## src/rtl/keypad_pkg.sv

```systemverilog
// Shared definitions for the front-panel keypad scanner.
// Contents: scanner FSM state type, matrix geometry, column reset pattern
// and a row priority helper (lowest-index pressed row wins).
package keypad_pkg;

    localparam int NUM_ROWS = 4;
    localparam int NUM_COLS = 4;
    localparam int CODE_W   = 4;

    // Column 0 is driven low out of reset.
    localparam logic [NUM_COLS-1:0] COL_RESET = 4'b1110;

    typedef enum logic [1:0] {
        SCAN    = 2'd0,
        CONFIRM = 2'd1,
        HELD    = 2'd2
    } state_t;

    // Index of the lowest active-low row bit; row 0 has priority.
    // The result is only meaningful when at least one bit is low.
    function automatic logic [1:0] low_row_idx(input logic [NUM_ROWS-1:0] rows);
        logic [1:0] idx;
        idx = 2'd0;
        for (int i = NUM_ROWS - 1; i >= 0; i--) begin
            if (!rows[i]) begin
                idx = 2'(i);
            end
        end
        return idx;
    endfunction

endpackage

```

## src/rtl/keypad_scanner_sync_2ff.sv

```systemverilog
// Two-flop synchronizer for asynchronous level inputs (keypad rows,
// panel push buttons). Both stages reset to all ones, i.e. "not pressed"
// for active-low inputs.
// Ports:
//   clk  - system clock
//   rst  - synchronous active-high reset
//   d_i  - asynchronous input bus
//   q_o  - synchronized output bus (two cycles of latency)
module sync_2ff #(
    parameter int WIDTH = 1
) (
    input  logic             clk,
    input  logic             rst,
    input  logic [WIDTH-1:0] d_i,
    output logic [WIDTH-1:0] q_o
);

    logic [WIDTH-1:0] meta_q;
    logic [WIDTH-1:0] sync_q;

    always_ff @(posedge clk) begin
        if (rst) begin
            meta_q <= '1;
            sync_q <= '1;
        end else begin
            meta_q <= d_i;
            sync_q <= meta_q;
        end
    end

    assign q_o = sync_q;

endmodule

```

## src/rtl/keypad_scanner.sv

```systemverilog
// 4x4 active-low matrix keypad scanner with press and release debounce.
// One column is driven low per dwell of SCAN_TICKS cycles; rows are sampled
// once per dwell (on tick). A candidate key freezes the column until it is
// either rejected, or accepted and later debounced as released.
// Ports:
//   clk       - system clock, all logic on the rising edge
//   rst       - synchronous active-high reset
//   rows_n    - keypad rows, active-low, asynchronous
//   col_n     - column drive, one-hot active-low
//   key_code  - last accepted key {row_idx, col_idx}
//   key_valid - one-cycle pulse per accepted press
//   key_held  - high from acceptance until debounced release
module keypad_scanner
    import keypad_pkg::*;
#(
    parameter int SCAN_TICKS     = 100000,
    parameter int DEBOUNCE_SCANS = 20
) (
    input  logic                clk,
    input  logic                rst,
    input  logic [NUM_ROWS-1:0] rows_n,
    output logic [NUM_COLS-1:0] col_n,
    output logic [CODE_W-1:0]   key_code,
    output logic                key_valid,
    output logic                key_held
);

    localparam int TICK_W = $clog2(SCAN_TICKS);
    localparam int CNT_W  = $clog2(DEBOUNCE_SCANS + 1);
    localparam logic [TICK_W-1:0] TICK_LAST = TICK_W'(SCAN_TICKS - 1);
    localparam logic [CNT_W-1:0]  DEB_N     = CNT_W'(DEBOUNCE_SCANS);

    logic [NUM_ROWS-1:0] rows_s;

    sync_2ff #(.WIDTH(NUM_ROWS)) u_rows_sync (
        .clk (clk),
        .rst (rst),
        .d_i (rows_n),
        .q_o (rows_s)
    );

    // Dwell counter: free-running in every state.
    logic [TICK_W-1:0] tick_q;
    logic              tick;

    assign tick = (tick_q == TICK_LAST);

    always_ff @(posedge clk) begin
        if (rst) begin
            tick_q <= '0;
        end else if (tick) begin
            tick_q <= '0;
        end else begin
            tick_q <= tick_q + TICK_W'(1);
        end
    end

    state_t              state_q, state_d;
    logic [1:0]          col_idx_q, col_idx_d;
    logic [NUM_COLS-1:0] col_n_q, col_n_d;
    logic [1:0]          cand_row_q, cand_row_d;
    logic [CNT_W-1:0]    match_q, match_d;
    logic [CNT_W-1:0]    rel_q, rel_d;
    logic [CODE_W-1:0]   code_q, code_d;
    logic                valid_q, valid_d;
    logic                held_q, held_d;

    logic                hit;
    logic [1:0]          row_idx;
    logic [CNT_W-1:0]    match_inc;
    logic [CNT_W-1:0]    rel_inc;

    assign hit       = ~&rows_s;
    assign row_idx   = low_row_idx(rows_s);
    assign match_inc = match_q + CNT_W'(1);
    assign rel_inc   = rel_q + CNT_W'(1);

    // The column index is frozen outside SCAN, so it doubles as the
    // latched candidate column; no separate cand_col register is needed.
    always_comb begin
        state_d    = state_q;
        col_idx_d  = col_idx_q;
        cand_row_d = cand_row_q;
        match_d    = match_q;
        rel_d      = rel_q;
        code_d     = code_q;
        valid_d    = 1'b0;
        held_d     = held_q;

        if (tick) begin
            case (state_q)
                SCAN: begin
                    if (hit) begin
                        cand_row_d = row_idx;
                        match_d    = CNT_W'(1);
                        state_d    = CONFIRM;
                    end else begin
                        col_idx_d = col_idx_q + 2'd1;
                    end
                end
                CONFIRM: begin
                    if (!rows_s[cand_row_q]) begin
                        match_d = match_inc;
                        if (match_inc == DEB_N) begin
                            code_d  = {cand_row_q, col_idx_q};
                            valid_d = 1'b1;
                            held_d  = 1'b1;
                            rel_d   = '0;
                            state_d = HELD;
                        end
                    end else begin
                        state_d   = SCAN;
                        col_idx_d = col_idx_q + 2'd1;
                    end
                end
                HELD: begin
                    // Only the accepted row is watched; other keys in
                    // this column are deliberately ignored.
                    if (rows_s[cand_row_q]) begin
                        rel_d = rel_inc;
                        if (rel_inc == DEB_N) begin
                            held_d    = 1'b0;
                            rel_d     = '0;
                            state_d   = SCAN;
                            col_idx_d = col_idx_q + 2'd1;
                        end
                    end else begin
                        rel_d = '0;
                    end
                end
                default: begin
                    state_d = SCAN;
                end
            endcase
        end
    end

    // Registered one-hot-low column drive derived from the next index.
    genvar gi;
    generate
        for (gi = 0; gi < NUM_COLS; gi++) begin : g_col
            assign col_n_d[gi] = (col_idx_d != 2'(gi));
        end
    endgenerate

    always_ff @(posedge clk) begin
        if (rst) begin
            state_q    <= SCAN;
            col_idx_q  <= 2'd0;
            col_n_q    <= COL_RESET;
            cand_row_q <= 2'd0;
            match_q    <= '0;
            rel_q      <= '0;
            code_q     <= '0;
            valid_q    <= 1'b0;
            held_q     <= 1'b0;
        end else begin
            state_q    <= state_d;
            col_idx_q  <= col_idx_d;
            col_n_q    <= col_n_d;
            cand_row_q <= cand_row_d;
            match_q    <= match_d;
            rel_q      <= rel_d;
            code_q     <= code_d;
            valid_q    <= valid_d;
            held_q     <= held_d;
        end
    end

    assign col_n     = col_n_q;
    assign key_code  = code_q;
    assign key_valid = valid_q;
    assign key_held  = held_q;

endmodule

```

## config.mk

```make
export PLATFORM = sky130hd
export DESIGN_NAME = keypad_scanner
export DESIGN_NICKNAME = d
export VERILOG_FILES = /design/src/rtl/keypad_pkg.sv /design/src/rtl/keypad_scanner_sync_2ff.sv /design/src/rtl/keypad_scanner.sv
export SDC_FILE = /design/constraint.sdc
export NUM_CORES = 1
export LEC_CHECK = 0
export BUFFER_PORTS_ARGS = -buffer_cell sky130_fd_sc_hd__buf_2
export CAP_MARGIN = 20
export CORE_MARGIN = 4
export CORE_UTILIZATION = 55
export DETAILED_ROUTE_END_ITERATION = 7
export MAX_ROUTING_LAYER = met4
export PLACE_DENSITY_LB_ADDON = 0.2
export SLEW_MARGIN = 20
export SYNTH_ARGS = -nofsm -noshare
export SYNTH_HDL_FRONTEND = slang
export SYNTH_SLANG_ARGS = --single-unit
export TNS_END_PERCENT = 30
```

## constraint.sdc

```tcl
create_clock -name clk -period 3.75 [get_ports clk]
set_input_delay 0.5625 -clock clk [delete_from_list [all_inputs] [get_ports clk]]
set_output_delay 0.5625 -clock clk [all_outputs]
set_load 0.005 [all_outputs]
```

==> results.json <==
{
  "start_kind": "flip-flop",
  "drt-total-wl_um": 3917,
  "drt-initial-drc-count": 107,
  "final_antenna_net_count": 0,
  "top_layer_used": "met4",
  "clk-insertion-delay-late_ps": 300,
  "critPathMaxFanout": 5,
  "path_class": "reg -> reg",
  "drt-vias-per-instance": 5.580,
  "clk_pin_slew_worst_paths_ps": 90,
  "cap_viol_max_count": 0,
  "ios": 16,
  "wl_met1_um": 1890,
  "cts_root_buffer": "clkbuf_8",
  "path_depth": 6,
  "final_net_count": 265,
  "finalPower_mw": 0.8843,
  "grt_first_pass_wirelength_um": 6596,
  "hold_violations": 0,
  "synth_seq_cells": 51,
  "ctsResizeCount": 0,
  "grt_max_degree": 35,
  "wl_met2_um": 1825,
  "fin_crit_sh_pct": 63.24,
  "final_common_cell": "dfxtp_1",
  "pwr-share-clk_pct": 34.6,
  "endpoint_kind": "flip-flop",
  "dr.pass1.iters": 5,
  "r2r_cells": 6,
  "gp_congestion": 0.8689,
  "grt-ovfl-total": 0,
  "timing.final.ws_setup_ps": 1379,
  "hold_depth": 1,
  "pwr-share-seq_pct": 62.4,
  "hold-worst-slack_ps": 413.1,
  "wl_per_cell_um": 12.84,
  "path_cells": "ha_1 > nor4bb_1 > nand3_1 > a211oi_1 > nand3b_1 > a21o_1",
  "intPower_mw": 0.6881,
  "slew_headroom_pct": 57.90,
  "finalSetupViolations": 0,
  "ys_types": 47,
  "hpwlAfterDp_um": 2769,
  "power.switching_mw": 0.1961,
  "p_comb_share_pct": 2.9,
  "yosys_warnings": 0,
  "met3_length_um": 171,
  "min_path_type": "reg -> reg",
  "power.leakage_nw": 0.8226,
  "die_area_mm2": 0.005093,
  "grt_pass1_vias": 1489,
  "crit-reg2reg-capture": "col_n[2]$_SDFF_PP1_",
  "initial_core_util_pct": 58.56,
  "rows": 22,
  "p_per_area_mw_per_mm2": 366.9,
  "r2r-start": "rel_q[0]$_SDFFE_PP0P_",
  "syn_area_mm2": 0.002208,
  "ys_seq_area_share_pct": 46.23,
  "slowest_delay_ps": 600,
  "layout_min_cycle_time_ps": 2371,
  "cts_sinks": 51,
  "fmax_ghz": 0.4217,
  "die_width_um": 71.37,
  "ys.flop_type": "dfxtp_1",
  "grt.total_usage_pct": 16.50,
  "sw_frac_of_total_pct": 22.18,
  "irDropWorstVdd_v": 0.0002968,
  "cpMaxStageDelayCell": "nor4bb_1",
  "cts_setup_buffers": 0,
  "drv_slew": 0,
  "clk_path_buf_depth": 2,
  "outcome": "finished, final reports clean",
  "final.setup_skew_ps": 7.194,
  "synth_cells": 240,
  "avgSynthCellArea_um2": 9.202,
  "async_reset_ff_share_pct": 0,
  "synth_nets": 249,
  "cts_made_buffers": 5,
  "layout_common_cells": "51 x dfxtp_1, 35 x nor2_1, 15 x buf_2",
  "worstSetupStartpoint": "rel_q[0]$_SDFFE_PP0P_",
  "pre_cts_ws_ps": 1390,
  "h-tree-depth": 2,
  "r2r_setup_slack_ps": 1380,
  "num_vias": 1702,
  "antenna_cells": 0,
  "worstMarginPinSlew_ps": 623.0,
  "port-buffer-count": 15,
  "worst-path-buf-inv": 0,
  "core_area_mm2": 0.003771,
  "crit_family": "simple AND/OR/NAND/NOR gates",
  "setup_tns_ps": 0,
  "synth_edf_count": 0,
  "drive_gt1_share_pct": 17.90,
  "required_ps": 3960,
  "cts_hold_buffers": 0,
  "cts_tree": "built",
  "rsz0062_at_grt": "false",
  "worstPathArrival_ps": 2580,
  "setup.worst_path.end": "col_n[2]$_SDFF_PP1_",
  "die_h_um": 71.37,
  "antenna_found_initial": 0,
  "drc": 0,
  "syn2layout_area_growth_pct": 9.122
}
==> layout make-up <==
type / count / area (um^2)
clock buffers: 5 / 68.82
clock inverters: 3 / 20.02
fillers: 333 / 1361
inverters: 7 / 26.28
multi-input cells: 176 / 1139
flip-flops and latches: 51 / 1021
well taps: 48 / 60.06
repair buffers: 15 / 75.07
==> worst min-delay path by stage <==
| stage | from | to | slack [ps] |
|---|---|---|---|
| 2_1_floorplan | u_rows_sync.meta_q[0]$_SDFF_PP1_ | u_rows_sync.q_o[0]$_SDFF_PP1_ | 390 |
| 3_3_place_gp | u_rows_sync.meta_q[2]$_SDFF_PP1_ | u_rows_sync.q_o[2]$_SDFF_PP1_ | 390 |
| 3_5_place_dp | u_rows_sync.meta_q[3]$_SDFF_PP1_ | u_rows_sync.q_o[3]$_SDFF_PP1_ | 390 |
| 4_1_cts | u_rows_sync.meta_q[3]$_SDFF_PP1_ | u_rows_sync.q_o[3]$_SDFF_PP1_ | 410 |
| 5_1_grt | rows_n[1] | u_rows_sync.meta_q[1]$_SDFF_PP1_ | 420 |
| 6_report | u_rows_sync.meta_q[3]$_SDFF_PP1_ | u_rows_sync.q_o[3]$_SDFF_PP1_ | 410 |
==> synthesized netlist by cell type (2+ instances only) <==
library cell	count	area share, %
a211oi_1	3	1.0
a21oi_1	14	3.2
a41oi_1	2	0.79
and3_1	3	0.85
and4_1	2	0.79
and4bb_2	2	1.1
clkbuf_1	6	1.0
dfxtp_1	51	46
ha_1	3	1.7
inv_1	7	1.2
mux2_2	2	1.0
mux2i_1	4	1.8
nand2_1	13	2.2
nand2b_1	5	1.4
nand3_1	9	2.0
nand4_1	7	2.0
nor2_1	35	5.9
nor3_1	11	2.5
nor4_1	3	0.85
nor4bb_1	2	0.91
o21ai_0	5	1.1
or2_2	11	3.1
xnor2_1	8	3.2
xor2_1	9	3.6
==> registers in the layout (all words and copies together) (netlist names), 4 cells and up <==
signal,count
key_code,4
tick_q,17
rel_q,5
match_q,5
u_rows_sync.meta_q,4
u_rows_sync.q_o,4
col_n,4
==> metrics by stage <==
stage	instances	util [%]	area, um^2
6_report	305	63.90	2410
5_1_grt	305	63.90	2410
4_1_cts	305	63.90	2410
3_5_place_dp	297	61.55	2321
3_3_place_gp	297	61.55	2321
2_1_floorplan	240	-	2208
==> per-layer routing <==
metal / global-route usage, % / up-vias
li1: - / 873
met1: 21.39 / 788
met2: 25.31 / 37
met3: 4.628 / 4
met4: 4.384 / 0
met5: - / -
==> power by group through the flow <==
stage | registers, mW | logic, mW | clock network (mW)
finish | 0.552 | 0.0257 | 0.306
global route | 0.554 | 0.0295 | 0.341
CTS | 0.552 | 0.0259 | 0.318
detailed placement | 0.565 | 0.0257 | 0
global placement | 0.565 | 0.0254 | 0
floorplan | 0.564 | 0.0197 | 0
==> cell families after synthesis <==
group / after synthesis / share of synthesized area [%]
and+or+nand+nor: 118 / 30.54
DFF: 51 / 46.23
AOI/OAI and AO/OA: 31 / 8.726
xor gates and xnor gates: 17 / 6.743
buffers and inverters: 13 / 2.210
muxes: 7 / 3.853
adders and majority gates: 3 / 1.700
==> worst reg2reg max path, stage by stage (launching register included) <==
cell,delay [ps]
dfxtp_1,410
ha_1,260
nor4bb_1,600
nand3_1,190
a211oi_1,450
nand3b_1,170
a21o_1,200
(Power assumes the default switching activity.)
